[config.mk]
export PLATFORM = sky130hd
export DESIGN_NAME = rst_seq_gen
export DESIGN_NICKNAME = d
export VERILOG_FILES = /design/src/rtl/rst_seq_pkg.sv /design/src/rtl/rst_sync.sv /design/src/rtl/rst_seq_gen.sv
export SDC_FILE = /design/constraint.sdc
export NUM_CORES = 1
export LEC_CHECK = 0
export ABC_AREA = 1
export CAP_MARGIN = 20
export CELL_PAD_IN_SITES_DETAIL_PLACEMENT = 1
export CELL_PAD_IN_SITES_GLOBAL_PLACEMENT = 2
export CORE_MARGIN = 10
export CORE_UTILIZATION = 32
export CTS_BUF_LIST = sky130_fd_sc_hd__clkbuf_16
export CTS_CLUSTER_SIZE = 30
export DETAILED_ROUTE_END_ITERATION = 6
export PLACE_DENSITY = 0.78
export SLEW_MARGIN = 20
export SYNTH_ARGS = -nofsm -noshare
export SYNTH_HDL_FRONTEND = slang
export SYNTH_SLANG_ARGS = --single-unit
[constraint.sdc]
create_clock -name clk -period 1.64 [get_ports clk]
set_clock_uncertainty 0.1 [all_clocks]
set_input_delay 0.246 -clock clk [delete_from_list [all_inputs] [get_ports clk]]
set_output_delay 0.246 -clock clk [all_outputs]
set_load 0.005 [all_outputs]
[src/rtl/rst_seq_pkg.sv]
`default_nettype none
// ============================================================================
// Module      : rst_seq_pkg
// Description : Shared types, default timing constants and parameter checks
//               for the staged reset sequencer.
// Revision    : 1.0 - initial release
// ============================================================================
package rst_seq_pkg;

    // Sequencer states; encoding is fixed so it can be observed in debug
    typedef enum logic [1:0] {
        RESET   = 2'd0,
        ASSERT  = 2'd1,
        RELEASE = 2'd2,
        RUN     = 2'd3
    } state_t;

    // Default timing constants used as parameter defaults
    localparam int c_def_num_ch      = 4;
    localparam int c_def_hold_cycles = 5;
    localparam int c_def_stage_gap   = 2;
    localparam int c_def_cnt_w       = 8;
    localparam int c_def_sync_stages = 2;
    localparam int c_def_wdog_limit  = 1000;
    localparam int c_def_wdog_w      = 16;

    // True when a cnt_w-bit counter can reach the last release point
    function automatic bit cnt_w_fits(input int cnt_w, input int hold,
                                      input int nch, input int gap);
        longint l_need;
        longint l_cap;
        l_need = longint'(hold) + longint'(nch - 1) * longint'(gap);
        l_cap  = longint'(1) << cnt_w;
        return (l_need < l_cap);
    endfunction

endpackage
`default_nettype wire

[src/rtl/rst_sync.sv]
`default_nettype none
// ============================================================================
// Module      : rst_sync
// Description : Reset synchroniser. Asserts asynchronously with rst and
//               deasserts synchronously after SYNC_STAGES clk edges.
// Revision    : 1.0 - initial release
// ============================================================================
module rst_sync
    import rst_seq_pkg::*;
#(
    parameter int SYNC_STAGES = c_def_sync_stages
) (
    input  logic clk,
    input  logic rst,
    output logic o_rst_sync
);

    logic [SYNC_STAGES-1:0] r_chain;

    // Flop chain: set immediately by rst, shifts zeros in once rst is gone
    always_ff @(posedge clk or posedge rst) begin
        if (rst) begin
            r_chain <= '1;
        end else begin
            r_chain <= {r_chain[SYNC_STAGES-2:0], 1'b0};
        end
    end

    assign o_rst_sync = r_chain[SYNC_STAGES-1];

endmodule
`default_nettype wire

[src/rtl/rst_seq_gen.sv]
`default_nettype none
// ============================================================================
// Module      : rst_seq_gen
// Description : Staged reset sequencer. Holds NUM_CH reset outputs for
//               HOLD_CYCLES, then releases them STAGE_GAP cycles apart, bit 0
//               first. Supports a soft-reset request/ack handshake.
//               Optional watchdog built when RST_SEQ_WDOG_EN is defined.
// Revision    : 1.0 - initial release
// ============================================================================
module rst_seq_gen
    import rst_seq_pkg::*;
#(
    parameter int NUM_CH      = c_def_num_ch,
    parameter int HOLD_CYCLES = c_def_hold_cycles,
    parameter int STAGE_GAP   = c_def_stage_gap,
    parameter int CNT_W       = c_def_cnt_w,
    parameter int SYNC_STAGES = c_def_sync_stages,
    parameter int WDOG_LIMIT  = c_def_wdog_limit,
    parameter int WDOG_W      = c_def_wdog_w
) (
    input  logic              clk,
    input  logic              rst,
    input  logic              soft_rst_req,
    output logic              soft_rst_ack,
    input  logic              wdog_kick,
    output logic [NUM_CH-1:0] rst_out,
    output logic              all_released,
    output logic              busy,
    output logic              wdog_fired
);

    // Counter value sampled on the edge that releases bit 0 / the last bit
    localparam logic [CNT_W-1:0] c_hold_last = CNT_W'(HOLD_CYCLES - 1);
    localparam logic [CNT_W-1:0] c_last      =
        CNT_W'(HOLD_CYCLES - 1 + (NUM_CH - 1) * STAGE_GAP);

    if (!cnt_w_fits(CNT_W, HOLD_CYCLES, NUM_CH, STAGE_GAP)) begin : g_cnt_w_check
        $error("rst_seq_gen: CNT_W too small for HOLD_CYCLES/NUM_CH/STAGE_GAP");
    end

    state_t            r_state;
    state_t            w_state_nxt;
    logic [CNT_W-1:0]  r_cnt;
    logic [CNT_W-1:0]  w_cnt_nxt;
    logic [NUM_CH-1:0] r_rst_out;
    logic [NUM_CH-1:0] w_rst_out_nxt;
    logic [NUM_CH-1:0] w_clr_mask;
    logic              r_ack;
    logic              w_ack_nxt;
    logic              r_req_d;
    logic              w_req_rise;
    logic              w_wdog_expire;
    logic              w_restart;
    logic              w_rst_i;

    rst_sync #(
        .SYNC_STAGES (SYNC_STAGES)
    ) u_rst_sync (
        .clk        (clk),
        .rst        (rst),
        .o_rst_sync (w_rst_i)
    );

    // Channel i is released on the edge where the counter reads its slot
    for (genvar gi = 0; gi < NUM_CH; gi++) begin : g_clr
        localparam int c_rel_at = HOLD_CYCLES - 1 + gi * STAGE_GAP;
        assign w_clr_mask[gi] = (r_cnt == CNT_W'(c_rel_at));
    end

    assign w_req_rise = soft_rst_req & ~r_req_d;
    assign w_restart  = (r_state != RESET) && (w_req_rise || w_wdog_expire);

    // Next-state, counter and reset-output logic; restart overrides all
    always_comb begin
        w_state_nxt   = r_state;
        w_cnt_nxt     = r_cnt;
        w_rst_out_nxt = r_rst_out;
        w_ack_nxt     = 1'b0;
        case (r_state)
            RESET: begin
                if (!w_rst_i) begin
                    w_state_nxt = ASSERT;
                    w_cnt_nxt   = '0;
                end
            end
            ASSERT: begin
                // A held request freezes the hold period at its start
                if (soft_rst_req) begin
                    w_cnt_nxt = '0;
                end else begin
                    w_cnt_nxt = r_cnt + CNT_W'(1);
                    if (r_cnt == c_hold_last) begin
                        w_rst_out_nxt = r_rst_out & ~w_clr_mask;
                        w_state_nxt   = (r_cnt == c_last) ? RUN : RELEASE;
                    end
                end
            end
            RELEASE: begin
                w_cnt_nxt     = r_cnt + CNT_W'(1);
                w_rst_out_nxt = r_rst_out & ~w_clr_mask;
                if (r_cnt == c_last) begin
                    w_state_nxt = RUN;
                end
            end
            RUN: begin
                w_state_nxt = RUN;
            end
            default: begin
                w_state_nxt = RESET;
            end
        endcase
        if (w_restart) begin
            w_state_nxt   = ASSERT;
            w_cnt_nxt     = '0;
            w_rst_out_nxt = '1;
            w_ack_nxt     = w_req_rise;
        end
    end

    // Sequencer registers; rst forces every output to its reset value at once
    always_ff @(posedge clk or posedge rst) begin
        if (rst) begin
            r_state   <= RESET;
            r_cnt     <= '0;
            r_rst_out <= '1;
            r_ack     <= 1'b0;
            r_req_d   <= 1'b0;
        end else begin
            r_state   <= w_state_nxt;
            r_cnt     <= w_cnt_nxt;
            r_rst_out <= w_rst_out_nxt;
            r_ack     <= w_ack_nxt;
            r_req_d   <= soft_rst_req;
        end
    end

`ifdef RST_SEQ_WDOG_EN
    logic [WDOG_W-1:0] r_wdog_cnt;
    logic              r_wdog_fired;

    // A soft request on the same edge takes priority over the watchdog
    assign w_wdog_expire = (r_state == RUN) && !wdog_kick && !w_req_rise &&
                           (r_wdog_cnt == WDOG_W'(WDOG_LIMIT - 1));

    // Watchdog counter runs only in RUN; sticky flag records any expiry
    always_ff @(posedge clk or posedge rst) begin
        if (rst) begin
            r_wdog_cnt   <= '0;
            r_wdog_fired <= 1'b0;
        end else begin
            if ((r_state == RUN) && !wdog_kick && !w_restart) begin
                r_wdog_cnt <= r_wdog_cnt + WDOG_W'(1);
            end else begin
                r_wdog_cnt <= '0;
            end
            if (w_wdog_expire) begin
                r_wdog_fired <= 1'b1;
            end
        end
    end

    assign wdog_fired = r_wdog_fired;
`else
    logic w_unused;

    assign w_wdog_expire = 1'b0;
    assign wdog_fired    = 1'b0;
    assign w_unused      = &{1'b0, wdog_kick, WDOG_W'(WDOG_LIMIT)};
`endif

    assign rst_out      = r_rst_out;
    assign all_released = ~|r_rst_out;
    assign busy         = (r_state != RUN);
    assign soft_rst_ack = r_ack;

endmodule
`default_nettype wire
==> results of run 1 <==
==> critical path: cells and delay by family (launching register included) <==
family / cells / cell delay (ns)
buf+inv: 2 / 0.30
simple gates: 6 / 0.46
fa+ha+maj: 1 / 0.20
flops: 1 / 0.40
==> cells by family (layout without fill, tap and decap cells) <==
logic type / after synthesis / in the layout / synth area share, %
fa+ha+maj: 8 / 8 / 8.33
flops: 18 / 18 / 38.1
buf+inv: 32 / 58 / 10.9
simple gates: 91 / 91 / 37.9
compound gates: 10 / 10 / 4.37
other cells: 1 / 2 / 0.312
==> worst max-delay path by stage <==
| stage | start | to | slack [ns] |
|---|---|---|---|
| finish | r_state[1] | r_cnt[4] | 0.07 |
| CTS | r_state[1] | r_cnt[4] | 0.01 |
| global route | r_state[1] | r_cnt[7] | -0.08 |
| floorplan | r_state[0] | r_state[0] | 0.13 |
| detailed placement | r_state[0] | r_cnt[5] | -0.08 |
| global placement | r_state[0] | r_cnt[5] | -0.03 |
==> repair_timing <==
item / CTS / global route
gates resized for setup: 7 / 19
pin swaps: 0 / 3
endpoints found under the hold margin: 0 / 0
setup buffers: 2 / 2
endpoints found under the setup margin: 20 / 15
gates cloned: 0 / 0
==> registers in the layout, indices dropped and copies added, names as in the netlist <==
register	flops
r_cnt	8
u_rst_sync.r_chain	2
soft_rst_ack	1
rst_out	4
r_state	2
r_req_d	1
==> area by class of cell <==
cell class	count	area share, %
Timing Repair Buffer	24	12.3
Clock buffer	3	4.72
Inverter	30	7.23
Sequential cell	18	28.8
Clock inverter	1	0.236
Multi-Input combinational cell	111	43.0
Tap cell	48	3.77
==> per-layer routing <==
| metal | global-route usage, % | vias up |
|---|---|---|
| met5 | 0 | - |
| met4 | 2.60 | 0 |
| met3 | 2.65 | 4 |
| met2 | 17.1 | 10 |
| met1 | 11.0 | 503 |
| li1 | - | 545 |
==> per-stage QoR <==
stage	area [sq um]	hold slack, ns
after global routing	1590	0.249
final	1590	0.221
after CTS	1510	0.230
after global placement	1420	0.247
after floorplan	1200	0.0802
after detailed placement	1420	0.254
==> layout by cell type (no fill, tap or decap), types with 6 or more instances in the layout <==
cell | netlist | layout
nor2_2 | 5 | 6
nand2_1 | 44 | 43
dfrtp_1 | 12 | 12
inv_2 | 4 | 6
nor2_1 | 7 | 6
nand3_1 | 16 | 15
buf_4 | 1 | 14
inv_1 | 26 | 23
dfstp_2 | 6 | 6
o21ai_0 | 8 | 7
==> power by group <==
| part | internal, uW | switching, uW |
|---|---|---|
| Clock | 324 | 168 |
| Combinational | 668 | 869 |
| Sequential | 586 | 82.3 |
==> results.toml, run 1 <==
[placed_design]
port_buffers = 9
gp_congestion = 0.804
dpl.cell_count = 227
dp_slack_ns = -0.0846
dp_hpwl_um = 2280

[synth]
yosysMostFrequentCell = "nand2_1"
synth_commonest_cells = "44 x nand2_1, 26 x inv_1, 16 x nand3_1"
ys_seq_area_share_pct = 38.1
synthTopCellsByArea = "dfrtp_1 25%, nand2_1 14%, dfstp_2 13%"
async_flop_share_pct = 100
synth_edf_count = 0
yosysWarningCount = 0
synth_area_sq_um = 1200
synthDistinctLibCells = 23
synth_flop_cell = "dfrtp_1"
ys_seq_elements = 18
syn_area_per_cell_sq_um = 7.51
yosysTopAreaCellShare_pct = 25.0
syn_inst = 160
synth_top_area_cell = "dfrtp_1"

[detailed_routing]
wl_um = 2910
met1Wirelength_um = 1340
final_antenna_net_count = 0
wl_met3_um = 83
drt-vias-per-instance = 4.52
drc = 0
dr_wl_met2_um = 1460
dr.pass1.iters = 4
route.top_layer_used = "met4"
via_count = 1062
wl_per_cell_um = 12.4
drt_iter0_drc = 36

[cells_and_area]
fin_cells = 235
nFillCells = 459
regArea_sq_um = 458
layout.nets = 200
diodes = 0
layout-drive-gt1-share_pct = 29.9
syn2layout_area_growth_pct = 32.5
postLayoutCoreUtil_pct = 43.8
multi_input_area_sq_um = 684

[cts]
clk_pin_slew_ns = 0.05
cts_sinks = 18
ctsHoldBuffers = 0
clk_latency_ns = 0.25
cts_max_path_buffers = 2
htreeDepth = 1
cts_made_buffers = 3
root_buffer = "clkbuf_16"
cts_tree = "yes"

[critical_path]
reg2reg_slack_ns = 0.07
required_ns = 1.68
slowest_stage = "dfrtp_1"
cp_max_fo = 6
r2r-end = "r_cnt[4]"
critical_path.cell_chain = "buf_4, ha_2, nor2_4, nand3_4, buf_6, nand3_1, nand2_1, nand2_1, nor2_1"
cp_common_cell = "nand2_1"
cp-end-kind = "flop"
start_kind = "flop"
r2r_cells = 9
worst-setup-path-type = "reg -> reg"
cp_data_arrival_time_ns = 1.61
reg2reg_from = "r_state[1]"
slowest_delay_ns = 0.40

[floorplan]
initial_core_util_pct = 33.1
fp.dieH_um = 81.3
num_io_pins = 12
core-area_sq_um = 3630
placementRows = 22
dieArea_sq_um = 6600
die_w_um = 81.3

[global_route]
grt_use_total_pct = 9.62
grt_pass1_vias = 1116
grt_pass1_wl_um = 5040
grt_antenna_before_repair = 0
gr-total-overflow = 0
grt_max_degree = 19

[timing]
final_hold_viol_count = 0
fin_crit_ns = 1.57
rsz0062_at_grt = "yes"
final_max_slew_viol_count = 0
max_freq_ghz = 0.639
setup_tns_ns = 0
setup_slack_ns = 0.0741
post-route-period-util_pct = 95.5
setup_viol = 0

[status]
status = "finished clean"

[run]
maxCapViolations = 0

[pwr]
vdd_ir_drop_max_mv = 0.645
p_leak_uw = 0.000825
power_density_nw_per_um2 = 1690
power_uw = 2700

[worst_hold_path]
hp-class = "in -> async"
Power figures use the tool's default switching activity.
==> inputs of run 2 (changes only) <==
- CORE_UTILIZATION: 32 -> 34
- CTS_BUF_LIST: sky130_fd_sc_hd__clkbuf_16 -> sky130_fd_sc_hd__clkbuf_8
- PLACE_DENSITY: 0.78 -> 0.82
- REMOVE_ABC_BUFFERS: not set -> 1
==> results.toml, run 2 (synthesis results as in run 1) <==
[cells_and_area]
layout_commonest_cell = "nand2_1"
diodes = 0
multi_input_area_sq_um = 731
syn2layout_area_growth_pct = 37.1
largest_reg_flops = 8
nFillCells = 449
layout.nets = 204
final_area_sq_um = 1650
top_register = "r_cnt"
layout_common_cells = "42 x nand2_1, 23 x inv_1, 17 x buf_4, 14 x nand3_1, 11 x dfrtp_1"
layout-drive-gt1-share_pct = 34.6
regArea_sq_um = 459

[timing]
final_max_slew_viol_count = 0
setup_tns_ns = 0
setup_viol = 0
hold_slack_ns = 0.220
post-route-period-util_pct = 99.7
setup_slack_ns = 0.00485
final_hold_viol_count = 0
max_freq_ghz = 0.612
rsz0062_at_grt = "yes"
fin_crit_ns = 1.64

[global_route]
grt_use_total_pct = 11.0
grt_use_met3_pct = 3.60
grt_pass1_wl_um = 5530
grtUsageMet2_pct = 18.3
grt_pass1_vias = 1188
grt_max_degree = 19
grt_antenna_before_repair = 0
met1_usage_pct = 12.6
busiest_layer = "met2"
gr-total-overflow = 0

[cts]
root_buffer = "clkbuf_8"
htreeDepth = 1
cts_sinks = 18
cts_made_buffers = 3
cts_tree = "yes"
clk_pin_slew_ns = 0.08
ctsHoldBuffers = 0
clk_latency_ns = 0.27
cts_max_path_buffers = 2

[placed_design]
dp_hpwl_um = 2290
placed_area_sq_um = 1410
dp_slack_ns = -0.0606
port_buffers = 9
gp_congestion = 0.819

[critical_path]
cp_data_arrival_time_ns = 1.70
reg2reg_from = "r_state[0]"
crit_path_start = "r_state[0]"
cp_max_fo = 6
start_kind = "flop"
worst-setup-path-type = "reg -> reg"
cp_common_cell = "nand2_1"
required_ns = 1.70
path_buf_inv = 2
slowest_stage = "dfrtp_1"
reg2reg_slack_ns = 0.005
cp-end-kind = "flop"
critical_path.top_delay_family = "simple AND/OR/NAND/NOR gates"
critical_path.cell_chain = "inv_2, ha_4, inv_2, nand3_4, nand2_1, nor2_1, nor2_2, nand2_2, nand2_1, nand2_1"
slowest_delay_ns = 0.41

[worst_hold_path]
hp-class = "in -> async"

[detailed_routing]
wl_um = 3620
drt_iter0_drc = 23
wl_per_cell_um = 15.3
final_antenna_net_count = 0
drt-vias-per-instance = 4.69
drc = 0
via_count = 1112
dr.pass1.iters = 4

[status]
status = "finished clean"

[pwr]
p_leak_uw = 0.000837
p_switching_uw = 1280
p_sw_share_pct = 45.0
comb_power_share_pct = 61.9
vdd_ir_drop_max_mv = 0.737
internal_power_uw = 1560
pwr-share-clk_pct = 14.0
power_density_nw_per_um2 = 1720
seq_power_share_pct = 24.1

[floorplan]
initial_core_util_pct = 35.7
num_io_pins = 12
core-area_sq_um = 3360
dieArea_sq_um = 6310
die_w_um = 79.4
placementRows = 21
fp.dieH_um = 79.4

[run]
maxCapViolations = 0
==> run 2: final timing paths <==
kind	cells after the start	end
worst max-delay path	10	r_state[1]
worst min-delay path	3	r_cnt[3]
worst max register to register	10	r_state[1]
worst min register to register	0	u_rst_sync.r_chain[1]
max in group asynchronous	3	u_rst_sync.r_chain[0]
min in group clk	0	u_rst_sync.r_chain[1]
==> run 2: per-stage QoR <==
step           total power (uW)  cells  util, %
5_1_grt                    3090    237     49.0
3_5_place_dp               2030    224     41.9
4_1_cts                    2540    233     45.1
2_1_floorplan              1510    159        -
6_report                   2840    237     49.0
3_3_place_gp               1980    224     41.9
==> run 2: layout make-up <==
class	instances	share of cell area [%]
Clock buffer	4	3.34
Tap cell	46	3.50
Multi-Input combinational cell	111	44.4
Inverter	30	6.99
Timing Repair Buffer	28	13.9
Sequential cell	18	27.9
==> run 2: per-layer routing <==
metal	share of wire [%]	routed length, um
met1	43	1540
met2	52	1880
met3	4.0	143
met4	1.6	59
met5	0	0
==> run 2: power by group through the flow <==
stage,registers [uW],clock network (uW),logic (uW)
detailed placement,687,0,1340
global placement,682,0,1300
floorplan,667,0,847
global route,702,425,1960
CTS,659,407,1470
finish,684,397,1760
==> run 2: worst min-delay path, delay by kind of cell <==
family,cells,cell delay (ns)
buffers and inverters,3,0.72
==> run 2: what timing repair did <==
action	CTS	global route
gates resized for setup	11	25
pin swaps	0	6
setup buffers	5	4
endpoints found under the hold margin	0	0
endpoints found under the setup margin	16	16
==> inputs of run 3 (changes only) <==
- REMOVE_ABC_BUFFERS: 1 -> not set
==> results.toml, run 3 (synthesis results as in run 1) <==
[pwr]
pwr-share-clk_pct = 13.3
p_sw_share_pct = 44.6
p_leak_uw = 0.000827
seq_power_share_pct = 23.9
power_density_nw_per_um2 = 1730
vdd_ir_drop_max_mv = 0.866
comb_power_share_pct = 62.8
p_switching_uw = 1270
internal_power_uw = 1570

[cells_and_area]
layout_common_cells = "36 x nand2_1, 23 x inv_1, 13 x nand3_1, 12 x buf_4, 12 x dfrtp_1"
top_register = "r_cnt"
layout-drive-gt1-share_pct = 36.2
multi_input_area_sq_um = 724
postLayoutCoreUtil_pct = 48.7
layout_commonest_cell = "nand2_1"
layout.nets = 201
syn2layout_area_growth_pct = 36.3
nFillCells = 456
regArea_sq_um = 458
diodes = 0
largest_reg_flops = 8
final_area_sq_um = 1640

[timing]
max_freq_ghz = 0.617
fin_crit_ns = 1.62
rsz0062_at_grt = "yes"
setup_tns_ns = 0
final_max_slew_viol_count = 0
setup_slack_ns = 0.0183
post-route-period-util_pct = 98.9
final_hold_viol_count = 0
setup_viol = 0

[critical_path]
start_kind = "flop"
worst-setup-path-type = "reg -> reg"
required_ns = 1.69
reg2reg_from = "r_state[1]"
cp-end-kind = "flop"
reg2reg_slack_ns = 0.02
cp_data_arrival_time_ns = 1.67
r2r_cells = 11
r2r-end = "r_state[1]"
cp_max_fo = 7

[global_route]
grt_pass1_wl_um = 5640
grt_antenna_before_repair = 0
grt_pass1_vias = 1236
grt_use_total_pct = 10.9
gr-total-overflow = 0
grt_max_degree = 19

[detailed_routing]
drc = 0
dr.pass1.iters = 3
wl_um = 3220
wl_per_cell_um = 13.8
via_count = 1089
final_antenna_net_count = 0
drt_iter0_drc = 33
drt-vias-per-instance = 4.65

[worst_hold_path]
hp-class = "in -> async"

[cts]
root_buffer = "clkbuf_8"
cts_sinks = 18
cts_max_path_buffers = 2
clk_latency_ns = 0.26
htreeDepth = 1
cts_made_buffers = 3
clk_pin_slew_ns = 0.08
cts_tree = "yes"
ctsHoldBuffers = 0

[floorplan]
initial_core_util_pct = 35.7
fp.dieH_um = 79.4
placementRows = 21
die_w_um = 79.4
num_io_pins = 12
dieArea_sq_um = 6310
core-area_sq_um = 3360

[status]
status = "finished clean"

[placed_design]
dp_hpwl_um = 2400
gp_congestion = 0.774
port_buffers = 9
placed_area_sq_um = 1420
dp_slack_ns = -0.0614

[run]
maxCapViolations = 0
[run 3: changes by cell type in the layout (fill, tap and decap cells not counted), sizes merged]
cell,before,now
buf,19,16
[run 3: metal layers]
layer	share of wire [%]	track usage, %	wire length [um]	up-vias
met3	1.9	1.91	61	4
met2	52	19.2	1680	10
met1	45	13.0	1450	526
met5	0	0	0	-
met4	0.96	3.76	31	0
li1	-	-	-	549
[run 3: how the worst max path moves through the flow]
| stage | start | to |
|---|---|---|
| floorplan | r_state[0] | r_state[0] |
| global placement | soft_rst_req | r_cnt[5] |
| finish | r_state[1] | r_state[1] |
| CTS | r_state[0] | r_cnt[7] |
| detailed placement | soft_rst_req | r_cnt[6] |
| global route | r_state[1] | r_state[1] |
[run 3: area by class of cell]
type	instances	area share, %
multi-input combinational	111	44.3
sequential	18	28.0
timing repair buffer	25	13.1
tap	46	3.52
inverter	30	7.80
clock buffer	4	3.36
[run 3: metrics by stage]
stage	cells	total power (uW)	hold WS, ns
after global routing	234	3100	0.223
after global placement	226	2010	0.249
final	234	2830	0.199
after floorplan	161	1530	0.0802
after CTS	233	2580	0.205
after detailed placement	226	2080	0.251
[run 3: worst max-delay path: stages, from the launching register on]
cell     delay [ns]
dfrtp_1        0.39
buf_6          0.14
inv_6          0.04
ha_4           0.16
inv_4          0.06
nand3_4        0.12
nand2_2        0.11
nor2_2         0.05
nor2_4         0.14
nand2_2        0.08
nand2_1        0.06
nand2_1        0.06
[run 3: power by group through the flow]
| stage | Clock, uW | Sequential (uW) | Combinational (uW) |
|---|---|---|---|
| final | 378 | 678 | 1780 |
| after global routing | 416 | 693 | 2000 |
| after CTS | 392 | 662 | 1530 |
| after detailed placement | 0 | 677 | 1400 |
| after global placement | 0 | 672 | 1340 |
| after floorplan | 0 | 667 | 859 |
[run 3: what timing repair did]
action / in CTS / in global routing
buffers inserted: 3 / 1
cloned: 0 / 0
resized for setup: 14 / 33
endpoints found under the setup margin: 8 / 16
pin swaps: 1 / 11
